==> config.mk <==
export PLATFORM = sky130hd
export DESIGN_NAME = tdm_demux4
export DESIGN_NICKNAME = d
export VERILOG_FILES = /design/src/rtl/tdm_pkg.sv /design/src/rtl/tdm_slot_counter.sv /design/src/rtl/tdm_demux4.sv
export SDC_FILE = /design/constraint.sdc
export NUM_CORES = 1
export LEC_CHECK = 0
export ABC_AREA = 0
export BUFFER_PORTS_ARGS = -buffer_cell sky130_fd_sc_hd__buf_2
export CORE_MARGIN = 8
export CORE_UTILIZATION = 58
export DETAILED_ROUTE_END_ITERATION = 8
export PLACE_DENSITY = 0.81
export SETUP_SLACK_MARGIN = 0.1
export SYNTH_ARGS = -nofsm -noshare
export SYNTH_HDL_FRONTEND = slang
export SYNTH_SLANG_ARGS = --single-unit
==> constraint.sdc <==
create_clock -name clk -period 3.8 [get_ports clk]
set_input_delay 0.19 -clock clk [delete_from_list [all_inputs] [get_ports clk]]
set_output_delay 0.19 -clock clk [all_outputs]
set_load 0.05 [all_outputs]
==> src/rtl/tdm_pkg.sv <==
// Shared types and sizing for the 4-channel TDM demultiplexer.
// TDM_DEMUX_PARITY_EN adds a fifth even-parity slot per frame.
package tdm_pkg;

  typedef enum logic {
    HUNT   = 1'b0,
    LOCKED = 1'b1
  } state_t;

  localparam int TDM_NCH    = 4;
  localparam int TDM_SLOT_W = 3;
`ifdef TDM_DEMUX_PARITY_EN
  localparam int TDM_NSLOTS = 5;
`else
  localparam int TDM_NSLOTS = 4;
`endif
  localparam int TDM_MISS_W = 3;

endpackage

==> src/rtl/tdm_slot_counter.sv <==
// Slot index counter: clear, jump to slot 1, or advance with wrap.
// Frame length follows TDM_DEMUX_PARITY_EN through tdm_pkg.
module tdm_slot_counter
  import tdm_pkg::*;
(
  input  logic                  clk,
  input  logic                  rst_n,
  input  logic                  en,
  input  logic                  load1,
  input  logic                  clr,
  output logic [TDM_SLOT_W-1:0] slot,
  output logic                  last
);

  localparam logic [TDM_SLOT_W-1:0] LAST_SLOT =
    TDM_SLOT_W'(TDM_NSLOTS - 1);

  assign last = (slot == LAST_SLOT);

  // slot register: clear wins over re-align, re-align over advance
  always_ff @(posedge clk or negedge rst_n) begin
    if (!rst_n) begin
      slot <= '0;
    end else if (clr) begin
      slot <= '0;
    end else if (load1) begin
      slot <= TDM_SLOT_W'(1);
    end else if (en) begin
      slot <= last ? '0 : slot + TDM_SLOT_W'(1);
    end
  end

endmodule

==> src/rtl/tdm_demux4.sv <==
// 4-channel TDM demultiplexer with frame-sync lock tracking.
// TDM_DEMUX_PARITY_EN: 5-slot frames, even parity, par_err output.
module tdm_demux4
  import tdm_pkg::*;
#(
  parameter int MISS_LIMIT = 3
) (
  input  logic                  clk,
  input  logic                  rst_n,
  input  logic                  en,
  input  logic                  sin,
  input  logic                  frame_sync,
  output logic [TDM_NCH-1:0]    y,
  output logic                  y_valid,
  output logic [TDM_SLOT_W-1:0] slot,
  output logic                  locked,
`ifdef TDM_DEMUX_PARITY_EN
  output logic                  par_err,
`endif
  output logic                  sync_err
);

  state_t                  state_q, state_d;
  logic [TDM_NSLOTS-1:0]   asm_q, asm_d, cap;
  logic [TDM_MISS_W-1:0]   miss_q, miss_d, miss_inc;
  logic [TDM_NCH-1:0]      y_d;
  logic                    yv_d, serr_d, perr_d;
  logic                    load1, clr, adv, last;

  tdm_slot_counter u_slot (
    .clk   (clk),
    .rst_n (rst_n),
    .en    (adv),
    .load1 (load1),
    .clr   (clr),
    .slot  (slot),
    .last  (last)
  );

  assign locked   = (state_q == LOCKED);
  assign miss_inc = miss_q + TDM_MISS_W'(1);

  // FSM state register
  always_ff @(posedge clk or negedge rst_n) begin
    if (!rst_n) state_q <= HUNT;
    else        state_q <= state_d;
  end

  // next state, capture, sync checks and word completion
  always_comb begin
    state_d = state_q;
    asm_d   = asm_q;
    miss_d  = miss_q;
    y_d     = y;
    yv_d    = 1'b0;
    serr_d  = 1'b0;
    perr_d  = 1'b0;
    load1   = 1'b0;
    clr     = 1'b0;
    adv     = 1'b0;
    cap     = asm_q;
    for (int i = 0; i < TDM_NSLOTS; i++) begin
      if (slot == TDM_SLOT_W'(i)) cap[i] = sin;
    end
    if (en) begin
      if (state_q == HUNT) begin
        if (frame_sync) begin
          asm_d    = '0;
          asm_d[0] = sin;
          load1    = 1'b1;
          miss_d   = '0;
          state_d  = LOCKED;
        end
      end else if (frame_sync && slot != '0) begin
        serr_d   = 1'b1;
        asm_d    = '0;
        asm_d[0] = sin;
        load1    = 1'b1;
      end else if (!frame_sync && slot == '0 &&
                   miss_inc == TDM_MISS_W'(MISS_LIMIT)) begin
        state_d = HUNT;
        clr     = 1'b1;
        miss_d  = '0;
        asm_d   = '0;
      end else begin
        adv   = 1'b1;
        asm_d = cap;
        if (slot == '0) miss_d = frame_sync ? '0 : miss_inc;
        if (last) begin
`ifdef TDM_DEMUX_PARITY_EN
          if ((^cap[TDM_NCH-1:0]) == cap[TDM_NSLOTS-1]) begin
            y_d  = cap[TDM_NCH-1:0];
            yv_d = 1'b1;
          end else begin
            perr_d = 1'b1;
          end
`else
          y_d  = cap[TDM_NCH-1:0];
          yv_d = 1'b1;
`endif
        end
      end
    end
  end

  // datapath and output registers
  always_ff @(posedge clk or negedge rst_n) begin
    if (!rst_n) begin
      asm_q    <= '0;
      miss_q   <= '0;
      y        <= '0;
      y_valid  <= 1'b0;
      sync_err <= 1'b0;
`ifdef TDM_DEMUX_PARITY_EN
      par_err  <= 1'b0;
`endif
    end else begin
      asm_q    <= asm_d;
      miss_q   <= miss_d;
      y        <= y_d;
      y_valid  <= yv_d;
      sync_err <= serr_d;
`ifdef TDM_DEMUX_PARITY_EN
      par_err  <= perr_d;
`endif
    end
  end

`ifndef TDM_DEMUX_PARITY_EN
  logic unused_perr;
  assign unused_perr = perr_d;
`endif

endmodule

# Word-level counts from Yosys, hierarchy flattened

Index checks and enable logic that the tools add are counted.

Register bits: 17
Output and inout port bits: 10

Mux-type cells: 39
Add/sub/neg operators: 2
Bitwise logic cells: 2
Reduce and logical (&&, ||, !) cells: 11
Eq/ne operators: 6

Operators with widths:

| cell                                          | number |
|---|---|
| two-way mux 3 bit                             | 10 |
| two-way mux 1 bit                             | 25 |
| two-way mux 4 bit                             | 4 |
| == test 3 x 2 -> 1 bit, second input constant | 3 |
| adder 3 x 1 -> 3 bit, second input constant   | 2 |
| nonzero test 3 bit                            | 2 |
| AND reduction 5 bit                           | 1 |
| AND reduction 4 bit                           | 1 |
| == test 3 x 1 -> 1 bit, second input constant | 1 |
| logical AND 1 bit                             | 3 |
| logical NOT 3 bit                             | 1 |
| != test 3 x 1 -> 1 bit, second input constant | 1 |
| != test 2 bit, second input constant          | 1 |
| NOT 1 bit                                     | 2 |
| AND reduction 2 bit                           | 1 |
| nonzero test 2 bit                            | 1 |
| logical NOT 1 bit                             | 1 |

# Logic depth before layout (Yosys ltp)

Depth in word-level cells: 10
Depth in mapped cells: 6

# Cells and area by module

A second synthesis with hierarchy kept.

Cell total of the unflattened synthesis: 95
Area, all modules: 934.6 um2

Modules (own cells, without submodules):

| module           | cells each | area an instance (um2) | times used |
|---|---|---|---|
| tdm_demux4       | 80         | 782.0                  | 1 |
| tdm_slot_counter | 15         | 152.6                  | 1 |

# Least setup slack after synthesis

OpenSTA, ideal clock, no wires.

Path kind: register to register
From: register u_slot.slot[0]
To: register y[0]
Period minus slack after synthesis: 2.084 ns
Slack: 1.716 ns
Cell stages (with the launch flop): 7
Arrival: 1.959 ns
Cells stage by stage: dfrtp_1 -> inv_1 -> ha_1 -> nor3b_2 -> a31oi_4 -> nand3_4 -> mux2_4

Cells in the longest elaborated chain, start to end: 5
Elaborated cells on any way between the ends: 10
Those cells by class: eq/ne (1); mux (1); bitwise (2); reduce/logical (6)

RTL lines:

| item                                 | line                               | RTL |
|---|---|---|
| start: declaration                   | tdm_slot_counter.sv:11             | `output logic [TDM_SLOT_W-1:0] slot,` |
| start signal: assignment             | tdm_slot_counter.sv:29             | `slot <= last ? '0 : slot + TDM_SLOT_W'(1);` |
| logical NOT 3 bit                    | tdm_demux4.sv:63, tdm_demux4.sv:79 |  |
| logical AND 1 bit (2 in a row)       | tdm_demux4.sv:79                   | `end else if (!frame_sync && slot == '0 &&` |
| NOT 1 bit (no source line)           | -                                  |  |
| AND reduction 5 bit (no source line) | -                                  |  |
| end signal: assignment               | tdm_demux4.sv:120                  | `y <= y_d;` |
| end: declaration                     | tdm_demux4.sv:13                   | `output logic [TDM_NCH-1:0] y,` |

Several ways; a longest one is shown, not always the timed one.
A chain may end at the register's enable or synchronous reset.

# Final worst setup path

From: register u_slot.slot[0]
To: register y[2]

Cells in the longest elaborated chain, start to end: 5
Elaborated cells on any way between the ends: 11
Those cells by class: eq/ne (2); mux (1); bitwise (2); reduce/logical (6)

RTL lines:

| item                                 | line |
|---|---|
| logical NOT 3 bit                    | tdm_demux4.sv:79 |
| logical AND 1 bit (2 in a row)       | tdm_demux4.sv:79 |
| NOT 1 bit (no source line)           | - |
| AND reduction 5 bit (no source line) | - |

Several ways; a longest one is shown, not always the timed one.

==> results_dict.tcl <==
set metrics [dict create \
    grt_max_degree 17 \
    yosys.area_share.adder_pct 8.000 \
    powerDensity_mw_per_mm2 739.2 \
    grtUsageTotal_pct 12.72 \
    diodes 0 \
    die_w_um 56.23 \
    cts_buffers 3 \
    final_cell_area_mm2 0.001047 \
    cts_sinks 16 \
    htree_levels 1 \
    area_delta_synth_final_pct 11.60 \
    wire_per_inst_um 16.37 \
    grt_pass1_vias 689 \
    path_class "flop to flop" \
    dieArea_mm2 0.003161 \
    grt_pass1_wl_um 3291 \
    drv_slew 0 \
    dp_hpwl_um 1426 \
    synth_commonest_cells "16 x dfrtp_1, 8 x nand2_1, 6 x ha_1, 6 x nand2b_1, 5 x a21oi_1" \
    seq_area_frac_synth_pct 42.67 \
    final_cells 119 \
    period_share_pct 48.76 \
    synthArstFlopShare_pct 100.0 \
    synth_top_cell_area_share_pct 42.67 \
    avgSynthCellArea_um2 10.66 \
    drc 0 \
    fin_util_pct 69.52 \
    synth_ff_type "dfrtp_1" \
    cts_root_buffer "clkbuf_4" \
    antenna_found_initial 0 \
    tightest_slew_ns 0.4149 \
    finalHoldViolations 0 \
    placed_area_mm2 0.001015 \
    syn_area_um2 938.4 \
    vias 702 \
    final_nets 116 \
    syn_inst 88 \
    synth_most_common_cell "dfrtp_1" \
    outcome "finished, final reports clean" \
    drv_cap 0 \
    busiest_layer "met2" \
    min_period_ns 1.853 \
    critical_path_required_ns 3.98 \
    drive_gt1_share_pct 27.18 \
    cts_tree "built" \
    start_util_pct 62.29 \
    core-area_mm2 0.001506 \
    ioPinCount 15 \
    synthTopCellsByArea "dfrtp_1 43%, ha_1 8.0%, mux2_4 6.4%" \
    drtIter0Drc 24 \
    syn_nets 99 \
    vdd_drop_max_mv 0.3468 \
    synth_mux_area_share_pct 10.00 \
    synth_top_family_by_area "simple AND/OR/NAND/NOR gates" \
    synth-edff-count 0 \
    num_rows 14 \
    grt_overflow_total 0 \
    min_path_type "input port to flop" \
    synthXorXnorAreaFrac_pct 0.9333 \
    clk_path_buf_depth 2 \
    rsz0062_at_grt "false" \
    cp.arrival_ns 2.03 \
    wl_um 1948 \
    gp_congestion 0.8764 \
    dr.pass1.iters 4 \
    cp_max_fo 7 \
    clock_skew_ns 0.0003319 \
    r2r_setup_slack_ns 1.95 \
    p_leak_nw 0.5257 \
    netlist.top_cell.by_area "dfrtp_1" \
    antenna_left 0 \
    place_inst 115 \
    clk_pin_slew_ns 0.09 \
    hold_ws_ns 0.2011 \
    slew_headroom_pct 72.14 \
    worstSkewPairLatency_ns 0.28 \
    fmax_mhz 539.7 \
    cp-start-kind "flop" \
    synth-simple-area-share_pct 18.53 \
    fin_setup_tns_ns 0 \
    grt_use_met1_pct 16.33 \
    grtUsageMet3_pct 3.881 \
    die_height_um 56.23 \
    crit_path_end_kind "flop" \
    synth-compound-area-share_pct 16.80 \
    met2_usage_pct 19.02 \
    io_buffers 14 \
    yosys_warnings 0 \
    ys_ff_latch 16 \
    via_per_inst 5.899 \
    synth.distinct_cells 31 \
    setup_viol 0 \
]
## routing by layer
metal	share of wire, %	vias up
met5	0	-
met4	2.5	0
met3	6.2	7
met2	46	32
met1	45	322
li1	-	341
## metrics by stage
step,setup WS (ns),power [mW]
finish,1.947,0.7741
global route,1.833,0.8248
CTS,1.951,0.7766
detailed placement,1.965,0.6817
global placement,2.045,0.6714
floorplan,1.716,0.5921
## path summary, 6_finish.rpt
path | from | to | depth (start not counted)
worst max-delay path | u_slot.slot[0] | y[2] | 6
worst min-delay path | sin | y[3] | 2
worst max register to register | u_slot.slot[0] | y[2] | 6
worst min register to register | asm_q[0] | asm_q[0] | 2
max in group asynchronous | rst_n | y[2] | 2
min in group asynchronous | rst_n | miss_q[1] | 2
## cells by family after synthesis
kind of cell / count (synthesis)
and+or+nand+nor: 30
AOI/OAI and AO/OA: 21
adders and majority gates: 6
muxes: 7
buffers and inverters: 7
xor gates and xnor gates: 1
DFF: 16
## repair_timing
action | in CTS | in global routing
setup buffers | 0 | 0
hold buffers | 1 | 0
resized for setup | 0 | 0
hold endpoints to repair | 16 | 0
## power by group
| group | switching (mW) | internal [mW] |
|---|---|---|
| combinational | 0.262 | 0.154 |
| clock | 0.0516 | 0.0368 |
| sequential | 0.0433 | 0.227 |
| total | 0.357 | 0.417 |
## layout by cell type (no fill, tap or decap), drive strengths merged, types with 3 or more instances in the layout
master,n
dfrtp,16
buf,14
nand2,8
mux2,7
nand2b,6
ha,6
a21oi,5
inv,4
nor2,4
o21ai,4
nor3,3
clkbuf,3
nand3,3
## state kept, by name (all words and copies together), names as in the netlist
name and count:
asm_q 3, locked 1, miss_q 3, y 4
y_valid 1, u_slot.slot 3, sync_err 1
## area by class of cell
class / instances / area [um^2]
Inverter: 4 / 15.01
Multi-Input combinational cell: 65 / 509.2
Clock buffer: 3 / 22.52
Timing Repair Buffer: 15 / 80.08
Tap cell: 16 / 20.02
Fill cell: 113 / 459.2
Sequential cell: 16 / 400.4
## worst max-delay path: stages (launching register included)
cell and delay, ns:
dfrtp_1 0.44, inv_1 0.10, ha_1 0.23, nor3b_2 0.19, a31oi_4 0.29, nand3_4 0.16
mux2_4 0.32
Note: power is estimated with default switching activity, not from simulation.
